==> src/rtl/updown_pkg.sv <==
// -----------------------------------------------------------------------------
// updown_pkg
// Shared definitions for the up/down guessing game.
//   state_t   : guess-entry FSM states (IDLE, ARM, FIRE, WAIT_RELEASE)
//   DIGIT_MAX : largest BCD digit value before wrap
//   GUESS_W   : width of the binary guess (0..99)
//   BCD_W     : width of one BCD digit
// -----------------------------------------------------------------------------
package updown_pkg;

  typedef enum logic [1:0] {
    IDLE         = 2'd0,
    ARM          = 2'd1,
    FIRE         = 2'd2,
    WAIT_RELEASE = 2'd3
  } state_t;

  localparam int DIGIT_MAX = 9;
  localparam int GUESS_W   = 7;
  localparam int BCD_W     = 4;

endpackage

==> src/rtl/button_debounce.sv <==
// -----------------------------------------------------------------------------
// button_debounce
// Conditions one raw asynchronous push-button: 2-FF synchronizer, stability
// counter, debounced level and a one-cycle rising-edge press pulse.
//   clk, reset : system clock, synchronous active-high reset
//   btn_raw    : raw asynchronous button input (active-high)
//   level      : debounced button level
//   press      : one-cycle pulse on a rising edge of level
// Raw edge (held stable) to press pulse: 2 + DEBOUNCE_CYCLES + 1 cycles.
// -----------------------------------------------------------------------------
module button_debounce #(
  parameter int DEBOUNCE_CYCLES = 1_000_000
) (
  input  logic clk,
  input  logic reset,
  input  logic btn_raw,
  output logic level,
  output logic press
);

  localparam int CNT_W = (DEBOUNCE_CYCLES > 1) ? $clog2(DEBOUNCE_CYCLES) : 1;

  logic             sync_p0;
  logic             sync_p1;
  logic [CNT_W-1:0] cnt;
  logic             level_d;

  always_ff @(posedge clk) begin
    if (reset) begin
      sync_p0 <= 1'b0;
      sync_p1 <= 1'b0;
      cnt     <= '0;
      level   <= 1'b0;
      level_d <= 1'b0;
      press   <= 1'b0;
    end else begin
      // stage p0/p1: metastability synchronizer
      sync_p0 <= btn_raw;
      sync_p1 <= sync_p0;
      // debounce: count cycles in which the synchronized level disagrees with
      // the debounced one; any agreement (a bounce) restarts the count
      if (sync_p1 == level) begin
        cnt <= '0;
      end else if (cnt == CNT_W'(DEBOUNCE_CYCLES - 1)) begin
        cnt   <= '0;
        level <= sync_p1;
      end else begin
        cnt <= cnt + 1'b1;
      end
      // edge detect: press lands one cycle after the level rises
      level_d <= level;
      press   <= level & ~level_d;
    end
  end

endmodule

==> src/rtl/guess_entry.sv <==
// -----------------------------------------------------------------------------
// guess_entry
// Button front end for the up/down guessing game: builds a two-digit decimal
// guess from tens/ones/clear buttons and issues a clean one-cycle strobe when
// enter is pressed.
//   clk, reset    : system clock, synchronous active-high reset
//   btn_tens      : raw button, increments tens digit (9 wraps to 0)
//   btn_ones      : raw button, increments ones digit (9 wraps to 0, no carry)
//   btn_clear     : raw button, zeroes both digits (wins over tens/ones)
//   btn_enter     : raw button, submits the guess
//   lock          : synchronous; discards every button event while high
//   tens_digit    : current tens digit (BCD)
//   ones_digit    : current ones digit (BCD)
//   user_input    : registered tens*10+ones, one cycle behind the digits
//   guess_trigger : one-cycle strobe, user_input stable while high
// Optional feature macro: GUESS_AUTO_REPEAT_EN adds hold-to-repeat on the
// tens/ones buttons (REPEAT_DELAY, then every REPEAT_PERIOD cycles).
// -----------------------------------------------------------------------------
module guess_entry
  import updown_pkg::*;
#(
  parameter int DEBOUNCE_CYCLES = 1_000_000,
  parameter int REPEAT_DELAY    = 50_000_000,
  parameter int REPEAT_PERIOD   = 10_000_000
) (
  input  logic               clk,
  input  logic               reset,
  input  logic               btn_tens,
  input  logic               btn_ones,
  input  logic               btn_clear,
  input  logic               btn_enter,
  input  logic               lock,
  output logic [BCD_W-1:0]   tens_digit,
  output logic [BCD_W-1:0]   ones_digit,
  output logic [GUESS_W-1:0] user_input,
  output logic               guess_trigger
);

  function automatic logic [BCD_W-1:0] digit_inc(input logic [BCD_W-1:0] d);
    return (d == BCD_W'(DIGIT_MAX)) ? '0 : d + 1'b1;
  endfunction

  function automatic logic [GUESS_W-1:0] to_bin(input logic [BCD_W-1:0] t,
                                                input logic [BCD_W-1:0] o);
    return GUESS_W'(t) * GUESS_W'(10) + GUESS_W'(o);
  endfunction

  logic tens_level, ones_level, clear_level, enter_level;
  logic tens_press, ones_press, clear_press, enter_press;
  logic tens_inc, ones_inc;
  logic edit_en;

  state_t             state;
  logic               fire_q;
  logic [BCD_W-1:0]   tens_p0;
  logic [BCD_W-1:0]   ones_p0;
  logic [GUESS_W-1:0] bin_p1;

  button_debounce #(.DEBOUNCE_CYCLES(DEBOUNCE_CYCLES)) u_db_tens (
    .clk(clk), .reset(reset), .btn_raw(btn_tens), .level(tens_level), .press(tens_press)
  );
  button_debounce #(.DEBOUNCE_CYCLES(DEBOUNCE_CYCLES)) u_db_ones (
    .clk(clk), .reset(reset), .btn_raw(btn_ones), .level(ones_level), .press(ones_press)
  );
  button_debounce #(.DEBOUNCE_CYCLES(DEBOUNCE_CYCLES)) u_db_clear (
    .clk(clk), .reset(reset), .btn_raw(btn_clear), .level(clear_level), .press(clear_press)
  );
  button_debounce #(.DEBOUNCE_CYCLES(DEBOUNCE_CYCLES)) u_db_enter (
    .clk(clk), .reset(reset), .btn_raw(btn_enter), .level(enter_level), .press(enter_press)
  );

`ifdef GUESS_AUTO_REPEAT_EN
  localparam int REP_MAX = (REPEAT_DELAY > REPEAT_PERIOD) ? REPEAT_DELAY : REPEAT_PERIOD;
  localparam int REP_W   = $clog2(REP_MAX + 1);

  logic [1:0]       rep_level;
  logic [1:0]       rep_started;
  logic [1:0]       rep_pulse;
  logic [REP_W-1:0] rep_cnt [2];

  // index 0 = tens, index 1 = ones
  assign rep_level = {ones_level, tens_level};

  always_ff @(posedge clk) begin
    if (reset) begin
      rep_started <= '0;
      rep_pulse   <= '0;
      rep_cnt[0]  <= '0;
      rep_cnt[1]  <= '0;
    end else begin
      for (int i = 0; i < 2; i++) begin
        rep_pulse[i] <= 1'b0;
        if (!rep_level[i]) begin
          rep_cnt[i]     <= '0;
          rep_started[i] <= 1'b0;
        end else if (!rep_started[i] && rep_cnt[i] == REP_W'(REPEAT_DELAY - 1)) begin
          rep_cnt[i]     <= '0;
          rep_started[i] <= 1'b1;
          rep_pulse[i]   <= 1'b1;
        end else if (rep_started[i] && rep_cnt[i] == REP_W'(REPEAT_PERIOD - 1)) begin
          rep_cnt[i]   <= '0;
          rep_pulse[i] <= 1'b1;
        end else begin
          rep_cnt[i] <= rep_cnt[i] + 1'b1;
        end
      end
    end
  end

  assign tens_inc = tens_press | rep_pulse[0];
  assign ones_inc = ones_press | rep_pulse[1];

  logic unused_levels;
  assign unused_levels = clear_level;
`else
  assign tens_inc = tens_press;
  assign ones_inc = ones_press;

  // Edit-button levels only matter to auto-repeat.
  logic unused_levels;
  assign unused_levels = ^{tens_level, ones_level, clear_level};
`endif

  // Digits are frozen outside IDLE and on the cycle enter is accepted.
  assign edit_en = (state == IDLE) && !lock && !enter_press;

  // stage p0: digit registers
  always_ff @(posedge clk) begin
    if (reset) begin
      tens_p0 <= '0;
      ones_p0 <= '0;
    end else if (edit_en) begin
      if (clear_press) begin
        tens_p0 <= '0;
        ones_p0 <= '0;
      end else begin
        if (tens_inc) tens_p0 <= digit_inc(tens_p0);
        if (ones_inc) ones_p0 <= digit_inc(ones_p0);
      end
    end
  end

  // stage p1: binary guess
  always_ff @(posedge clk) begin
    if (reset) begin
      bin_p1 <= '0;
    end else begin
      bin_p1 <= to_bin(tens_p0, ones_p0);
    end
  end

  // submit FSM; ARM gives bin_p1 one cycle to catch up with the frozen digits
  always_ff @(posedge clk) begin
    if (reset) begin
      state  <= IDLE;
      fire_q <= 1'b0;
    end else begin
      fire_q <= 1'b0;
      unique case (state)
        IDLE: begin
          if (enter_press && !lock) state <= ARM;
        end
        ARM: begin
          if (lock) begin
            state <= WAIT_RELEASE;
          end else begin
            state  <= FIRE;
            fire_q <= 1'b1;
          end
        end
        FIRE: begin
          state <= WAIT_RELEASE;
        end
        WAIT_RELEASE: begin
          if (!enter_level) state <= IDLE;
        end
        default: state <= IDLE;
      endcase
    end
  end

  assign tens_digit    = tens_p0;
  assign ones_digit    = ones_p0;
  assign user_input    = bin_p1;
  // lock raised during FIRE still suppresses the strobe
  assign guess_trigger = fire_q & ~lock;

endmodule
==> config.mk <==
export PLATFORM = sky130hd
export DESIGN_NAME = guess_entry
export DESIGN_NICKNAME = d
export VERILOG_FILES = /design/src/rtl/updown_pkg.sv /design/src/rtl/button_debounce.sv /design/src/rtl/guess_entry.sv
export SDC_FILE = /design/constraint.sdc
export NUM_CORES = 1
export LEC_CHECK = 0
export ABC_AREA = 1
export BUFFER_PORTS_ARGS = -buffer_cell sky130_fd_sc_hd__buf_2
export CORE_MARGIN = 5
export CORE_UTILIZATION = 50
export DETAILED_ROUTE_END_ITERATION = 16
export MAX_ROUTING_LAYER = met4
export PLACE_DENSITY = 0.67
export SLEW_MARGIN = 20
export SYNTH_ARGS = -nofsm -noshare
export SYNTH_HDL_FRONTEND = slang
export SYNTH_SLANG_ARGS = --single-unit
==> constraint.sdc <==
create_clock -name clk -period 1.8 [get_ports clk]
set_input_delay 0.18 -clock clk [delete_from_list [all_inputs] [get_ports clk]]
set_output_delay 0.18 -clock clk [all_outputs]
set_load 0.05 [all_outputs]
==> reports/results.txt, run 1 <==
latest clock arrival within the worst-skew pair: 0.42 ns
Port Buffers: 22
Final Hold Vio Count: 0
antenna viol nets, final: 0
sequential share of the synthesized area: 0.3994
Residual DRC: 0
synthesis-to-layout area growth: 15.55%
die area: 14100 sq um
fmax: 0.5823 GHz
worst r2r dst: user_input[6]
Synth area leader: dfxtp_1
flop2flop setup slack: 0.08 ns
FFs w/ async S/R, synth: 0
max cap viols: 0
grt total ovfl: 0
top cell type's share of synthesized area: 0.3994
Power, Total: 0.005992 W
hold crit path type: in -> reg
Max FO, Critical Path: 3
CTS root buf: clkbuf_16
Power Density: 876.8 nW/um^2
DR iter-0 viols: 238
Main synth FF type: dfxtp_1
Mapped Cells: 837
combinational power share: 0.019
Final HPWL DP: 8374 microns
outcome: finished, final reports clean
cell area after synthesis: 5914 sq um
count leader, synth: nand2_1
drt pass-1 iters: 5
launch point of the critical path: tens_digit[3]
Sink Count: 118
Slew Limit Fails: 0
Final #Nets: 907
CTS Buffer Depth: 2
register bit total from synthesis: 118
vias in the first global route: 4839
n_diodes: 0
Syn Area/Cell: 7.066 sq um
Critical Path Sink: user_input[6]
gpl congestion: 0.9221
largest net degree at the start of global routing: 20
layout cells sized above 1: 0.1323
Startpoint Class: flop
row count: 39
Post-CTS Setup Bufs: 0
Max VDD drop: 0.9267 mV
Fill cells: 1074
period utilization: 0.9541
DIE WIDTH: 118.8 microns
CP Capture Type: flop
clock-pin slew on the worst setup and hold paths: 0.06 ns
minimum clock period after layout: 1.717 ns
# H-tree levels: 4
Initial Util: 0.5136
worst rel slew slack: 0.7893
Post-synth EDFFs: 0
Reg2Reg Depth: 8
P_sw: 0.001397 W
Internal Power: 0.004595 W
WP data required: 2.11 ns
via count: 5032
RSZ-0062 raised after global routing: false
core area: 11520 sq um
Setup Skew: 0.01129 ns
reg2reg start: tens_digit[3]
Routed WL per cell: 11.10 microns
CTS tree: built
Ports: 23
initial antenna violation count: 0
switching share of total power: 0.2331
total CTS buffers: 17
syn nets: 865
most common library cells after synthesis: 190 x nand2_1, 184 x nor2_1, 118 x dfxtp_1
Distinct cells, synth: 35
ranking of synthesized cells by area: dfxtp_1 40%, nand2_1 12%, nor2_1 12%, inv_1 6.1%, ha_1 4.0%
CP Class: reg -> reg
Sequential Power Share: 0.440
endpoints failing setup: 0
DIE HEIGHT: 118.8 microns
global-route wire length before repair: 20620 microns
static leakage: 2.503 nW
clock power share: 0.541
GRT Overall Usage: 0.1816
Worst Path Arrival: 2.03 ns
setup TNS: 0 ns
Via density: 4.862
Least-Margin Pin Slew: 0.3153 ns
Synth Warn #: 0
drt total wl: 11490 microns
==> cells in the final DEF, fill, tap and decap left out, drive strengths merged, types with 7 or more instances in the layout <==
cell	n
a21oi	40
buf	27
clkbuf	17
dfxtp	118
ha	19
inv	107
nand2	198
nand3	57
nand4	7
nor2	203
nor3	9
o21ai	14
or2	10
xnor2	14
xor2	21
==> routing by layer <==
| metal | routed length, microns | GRT usage |
|---|---|---|
| met5 | 0 | - |
| met4 | 205 | 0.07965 |
| met1 | 5364 | 0.2135 |
| met2 | 5434 | 0.2913 |
| met3 | 487 | 0.05014 |
==> worst min-delay path by stage <==
stage	end	cells after the start	startpoint
5_1_grt	u_db_ones.level_d	2	reset
6_report	u_db_ones.level_d	2	reset
4_1_cts	u_db_ones.level_d	2	reset
3_3_place_gp	u_db_clear.press	1	u_db_clear.level_d
3_5_place_dp	u_db_clear.press	1	u_db_clear.level_d
2_1_floorplan	fire_q	1	lock
==> kinds of logic after synthesis <==
kind of cell / synth area share
and+or+nand+nor: 0.3679
DFF: 0.3994
buffers and inverters: 0.07637
AOI/OAI and AO/OA: 0.05754
xor gates and xnor gates: 0.05183
adders and majority gates: 0.04696
==> power groups by stage <==
stage | sequential, W | combinational [W] | clock, W
after floorplan | 0.00269 | 0.0000822 | 0
after global placement | 0.00269 | 0.000102 | 0
after detailed placement | 0.00269 | 0.000107 | 0
after CTS | 0.00264 | 0.000116 | 0.00331
after global routing | 0.00264 | 0.000131 | 0.00344
final | 0.00264 | 0.000114 | 0.00324
==> repair_timing <==
item,in CTS,in global routing
endpoints found under the hold margin,5,0
gates resized for setup,0,5
setup endpoints to repair,0,2
hold buffers,5,0
==> state kept, by name (all words and copies together), names as in the netlist, 2 cells and up <==
register,cells
state,2
u_db_clear.cnt,20
ones_digit,4
u_db_ones.cnt,20
u_db_tens.cnt,20
tens_digit,4
user_input,7
u_db_enter.cnt,20
==> area by class of cell <==
class / count / area (sq um) / share of cell area
Clock inverter: 15 / 145.1 / 0.02124
Inverter: 100 / 375.4 / 0.05492
Timing Repair Buffer: 32 / 210.2 / 0.03076
Sequential cell: 118 / 2374 / 0.3473
Multi-Input combinational cell: 610 / 3126 / 0.4573
Clock buffer: 17 / 425.4 / 0.06225
Tap cell: 143 / 178.9 / 0.02618
==> worst max-delay path, stage by stage (launching register included) <==
cell	delay, ns
dfxtp_4	0.35
ha_4	0.26
ha_2	0.16
inv_2	0.04
fa_1	0.49
nor2_2	0.13
nand3_1	0.08
nand2_1	0.07
nor2_1	0.04
==> metrics by stage <==
stage | worst slack (ns) | instances | utilization | hold WS [ns] | instance area (sq um)
3_3_place_gp | 0.07271 | 998 | 0.5374 | 0.3785 | 6188
2_1_floorplan | 0.007395 | 837 | - | 0.2517 | 5926
5_1_grt | 0.02006 | 1035 | 0.5934 | 0.1220 | 6834
3_5_place_dp | 0.03800 | 998 | 0.5374 | 0.3841 | 6188
4_1_cts | 0.01262 | 1035 | 0.5913 | 0.09650 | 6809
6_report | 0.08262 | 1035 | 0.5934 | 0.1084 | 6834
(Power assumes the default switching activity.)
==> run 2, diff against run 1 <==
--- a/config.mk
+++ b/config.mk
@@ -5,13 +5,14 @@
 export SDC_FILE = /design/constraint.sdc
 export NUM_CORES = 1
 export LEC_CHECK = 0
-export ABC_AREA = 1
 export BUFFER_PORTS_ARGS = -buffer_cell sky130_fd_sc_hd__buf_2
+export CORE_ASPECT_RATIO = 0.9
 export CORE_MARGIN = 5
 export CORE_UTILIZATION = 50
 export DETAILED_ROUTE_END_ITERATION = 16
 export MAX_ROUTING_LAYER = met4
 export PLACE_DENSITY = 0.67
+export SETUP_SLACK_MARGIN = 0.4
 export SLEW_MARGIN = 20
 export SYNTH_ARGS = -nofsm -noshare
 export SYNTH_HDL_FRONTEND = slang
==> run 2 against run 1 <==
Effect of this change:
- the flow now finishes with violations (setup timing)
- non-clock buffer count grew 95
- critical path type unchanged
- clock power grew 4%
- clock skew shrank 0.0053 ns
- largest cell class unchanged
- critical path depth is the same
- highest routed layer unchanged
==> reports/results.txt, run 2 <==
outcome: complete, but fails checks
failing checks: setup timing
antenna viol nets, final: 0
drt total wl: 14070 microns
total CTS buffers: 17
max cap viols: 0
Main synth FF type: dfxtp_1
synthesis-to-layout area growth: 54.75%
row count: 35
cell area after synthesis: 5212 sq um
WP data required: 2.10 ns
Via density: 5.557
commonest non-fill, non-tap cell in the layout: buf_4
Syn Area/Cell: 8.941 sq um
register bit total from synthesis: 118
global-route wire length before repair: 20840 microns
gpl congestion: 0.8576
Crit-path slowest cell: fa_1
Post-synth EDFFs: 0
top cell type's share of synthesized area: 0.4532
DP Cell Count: 750
worst rel slew slack: 0.6028
Final Hold Vio Count: 0
sequential share of the synthesized area: 0.4532
worst slack, placed: -0.08228 ns
Port Buffers: 22
period utilization: 1.005
Sink Count: 118
layout cells sized above 1: 0.4765
Routed WL per cell: 16.50 microns
largest net degree at the start of global routing: 21
endpoints failing setup: 1
Slew Limit Fails: 0
fmax: 0.5526 GHz
Mapped Cells: 583
ranking of synthesized cells by area: dfxtp_1 45%, nor2_1 5.4%, xnor2_1 5.0%, ha_1 4.6%, xor2_1 4.4%
static leakage: 2.806 nW
CTS root buf: clkbuf_16
RSZ-0062 raised after global routing: true
DR iter-0 viols: 232
Final HPWL DP: 7212 microns
via count: 4740
Ports: 23
Final #Nets: 739
core area: 10200 sq um
CTS tree: built
die area: 12570 sq um
non-filler cells, final: 853
Worst Setup Slack, final: -0.009764 ns
Max VDD drop: 1.070 mV
most common library cells after synthesis: 118 x dfxtp_1, 75 x nor2_1, 34 x a21oi_1
CTS Buffer Depth: 2
Initial Util: 0.5109
initial antenna violation count: 0
vias in the first global route: 4415
GRT Overall Usage: 0.2052
CP Capture Type: flop
Distinct cells, synth: 45
Max FO, Critical Path: 2
syn nets: 611
cells along the critical path: ha_4, ha_4, inv_2, fa_1, nand2b_4, a21oi_2, xnor2_1, nor2_1
clock-pin slew on the worst setup and hold paths: 0.05 ns
count leader, synth: dfxtp_1
hold crit path type: in -> reg
CP max stage delay: 0.48 ns
Power Density: 775.3 nW/um^2
CP most frequent cell: ha_4
Least-Margin Pin Slew: 0.5896 ns
drt pass-1 iters: 6
Startpoint Class: flop
latest clock arrival within the worst-skew pair: 0.41 ns
DIE HEIGHT: 106.9 microns
FFs w/ async S/R, synth: 0
grt total ovfl: 0
minimum clock period after layout: 1.810 ns
DIE WIDTH: 117.6 microns
n_diodes: 0
commonest non-fill, non-tap cells in the layout: 75 x buf_4, 74 x dfxtp_1, 38 x nor2_1
Setup Skew: 0.005950 ns
Synth Warn #: 0
Worst Path Arrival: 2.11 ns
# H-tree levels: 4
Synth area leader: dfxtp_1
Residual DRC: 0
CP Class: reg -> reg
## run 2: changes by cell type after synthesis, sizes merged, moves of 14 or more
cell	previous run	this run
or3	0	20
xnor2	14	30
nand3	57	31
or4	0	14
nand4	7	21
inv	100	27
nor2	203	75
nand2	198	27
nor2b	1	20
## run 2: layout make-up
| class | count | area, sq um |
|---|---|---|
| Clock buffer | 24 | 501.7 |
| Multi-Input combinational cell | 420 | 3601 |
| Timing Repair Buffer | 127 | 1159 |
| Sequential cell | 118 | 2447 |
| Fill cell | 619 | 2137 |
| Tap cell | 129 | 161.4 |
| Inverter | 27 | 103.9 |
| Clock inverter | 8 | 92.59 |
## run 2: logic make-up (layout without fill, tap and decap cells)
logic type,count (synthesis),in the layout,share of synthesized area
and+or+nand+nor,259,259,0.2712
adders and majority gates,21,21,0.05329
muxes,3,3,0.005761
buffers and inverters,45,186,0.03385
AOI/OAI and AO/OA,81,81,0.08858
DFF,118,118,0.4532
xor gates and xnor gates,56,56,0.09409
## run 2: final timing paths
| kind | startpoint | slack, ns | to | depth (start not counted) |
|---|---|---|---|---|
| min reg2reg | u_db_clear.level_d | 0.38 | u_db_clear.press | 1 |
| min | lock | 0.04 | fire_q | 2 |
| max reg2reg | tens_digit[3] | -0.01 | user_input[6] | 8 |
| max | tens_digit[3] | -0.01 | user_input[6] | 8 |
## run 2: power by group
part / internal, W / total, W / switching [W]
sequential: 0.00262 / 0.00263 / 0.0000128
combinational: 0.000125 / 0.000246 / 0.000121
clock: 0.00221 / 0.00338 / 0.00117
## run 2: metrics by stage
step / hold WS (ns) / total power, W / cell area, sq um / setup TNS [ns] / utilization
after global placement: 0.3716 / 0.002818 / 6010 / -0.9314 / 0.5890
final: 0.03886 / 0.006254 / 8066 / -0.009764 / 0.7906
after floorplan: 0.2561 / 0.002787 / 5587 / -0.1890 / -
after CTS: 0.02523 / 0.006226 / 7377 / 0 / 0.7230
after global routing: 0.04632 / 0.006445 / 8066 / -0.6681 / 0.7906
after detailed placement: 0.3726 / 0.002826 / 6010 / -1.253 / 0.5890
## run 2: critical path, delay by kind of cell, from the launching register on
family / cells / cell delay, ns
AND/OR/NAND/NOR: 2 / 0.21
XOR/XNOR: 1 / 0.12
adder cells (fa/ha/maj): 3 / 0.87
flip-flops: 1 / 0.35
buffers and inverters: 1 / 0.03
AO/OA/AOI/OAI: 1 / 0.11
## run 2: what timing repair did
| item | in CTS | in global routing |
|---|---|---|
| hold buffers | 2 | 0 |
| cloned | 3 | 3 |
| pin swaps | 51 | 50 |
| setup buffers | 48 | 15 |
| setup endpoints to repair | 95 | 97 |
| endpoints found under the hold margin | 2 | 0 |
| gates resized for setup | 70 | 133 |
## run 2: per-layer routing
metal | vias up | wire [microns] | global-route usage
li1 | 2313 | - | -
met1 | 2300 | 6161 | 0.2513
met2 | 107 | 7081 | 0.3271
met3 | 20 | 646 | 0.06065
met4 | 0 | 184 | 0.06880
met5 | - | 0 | -
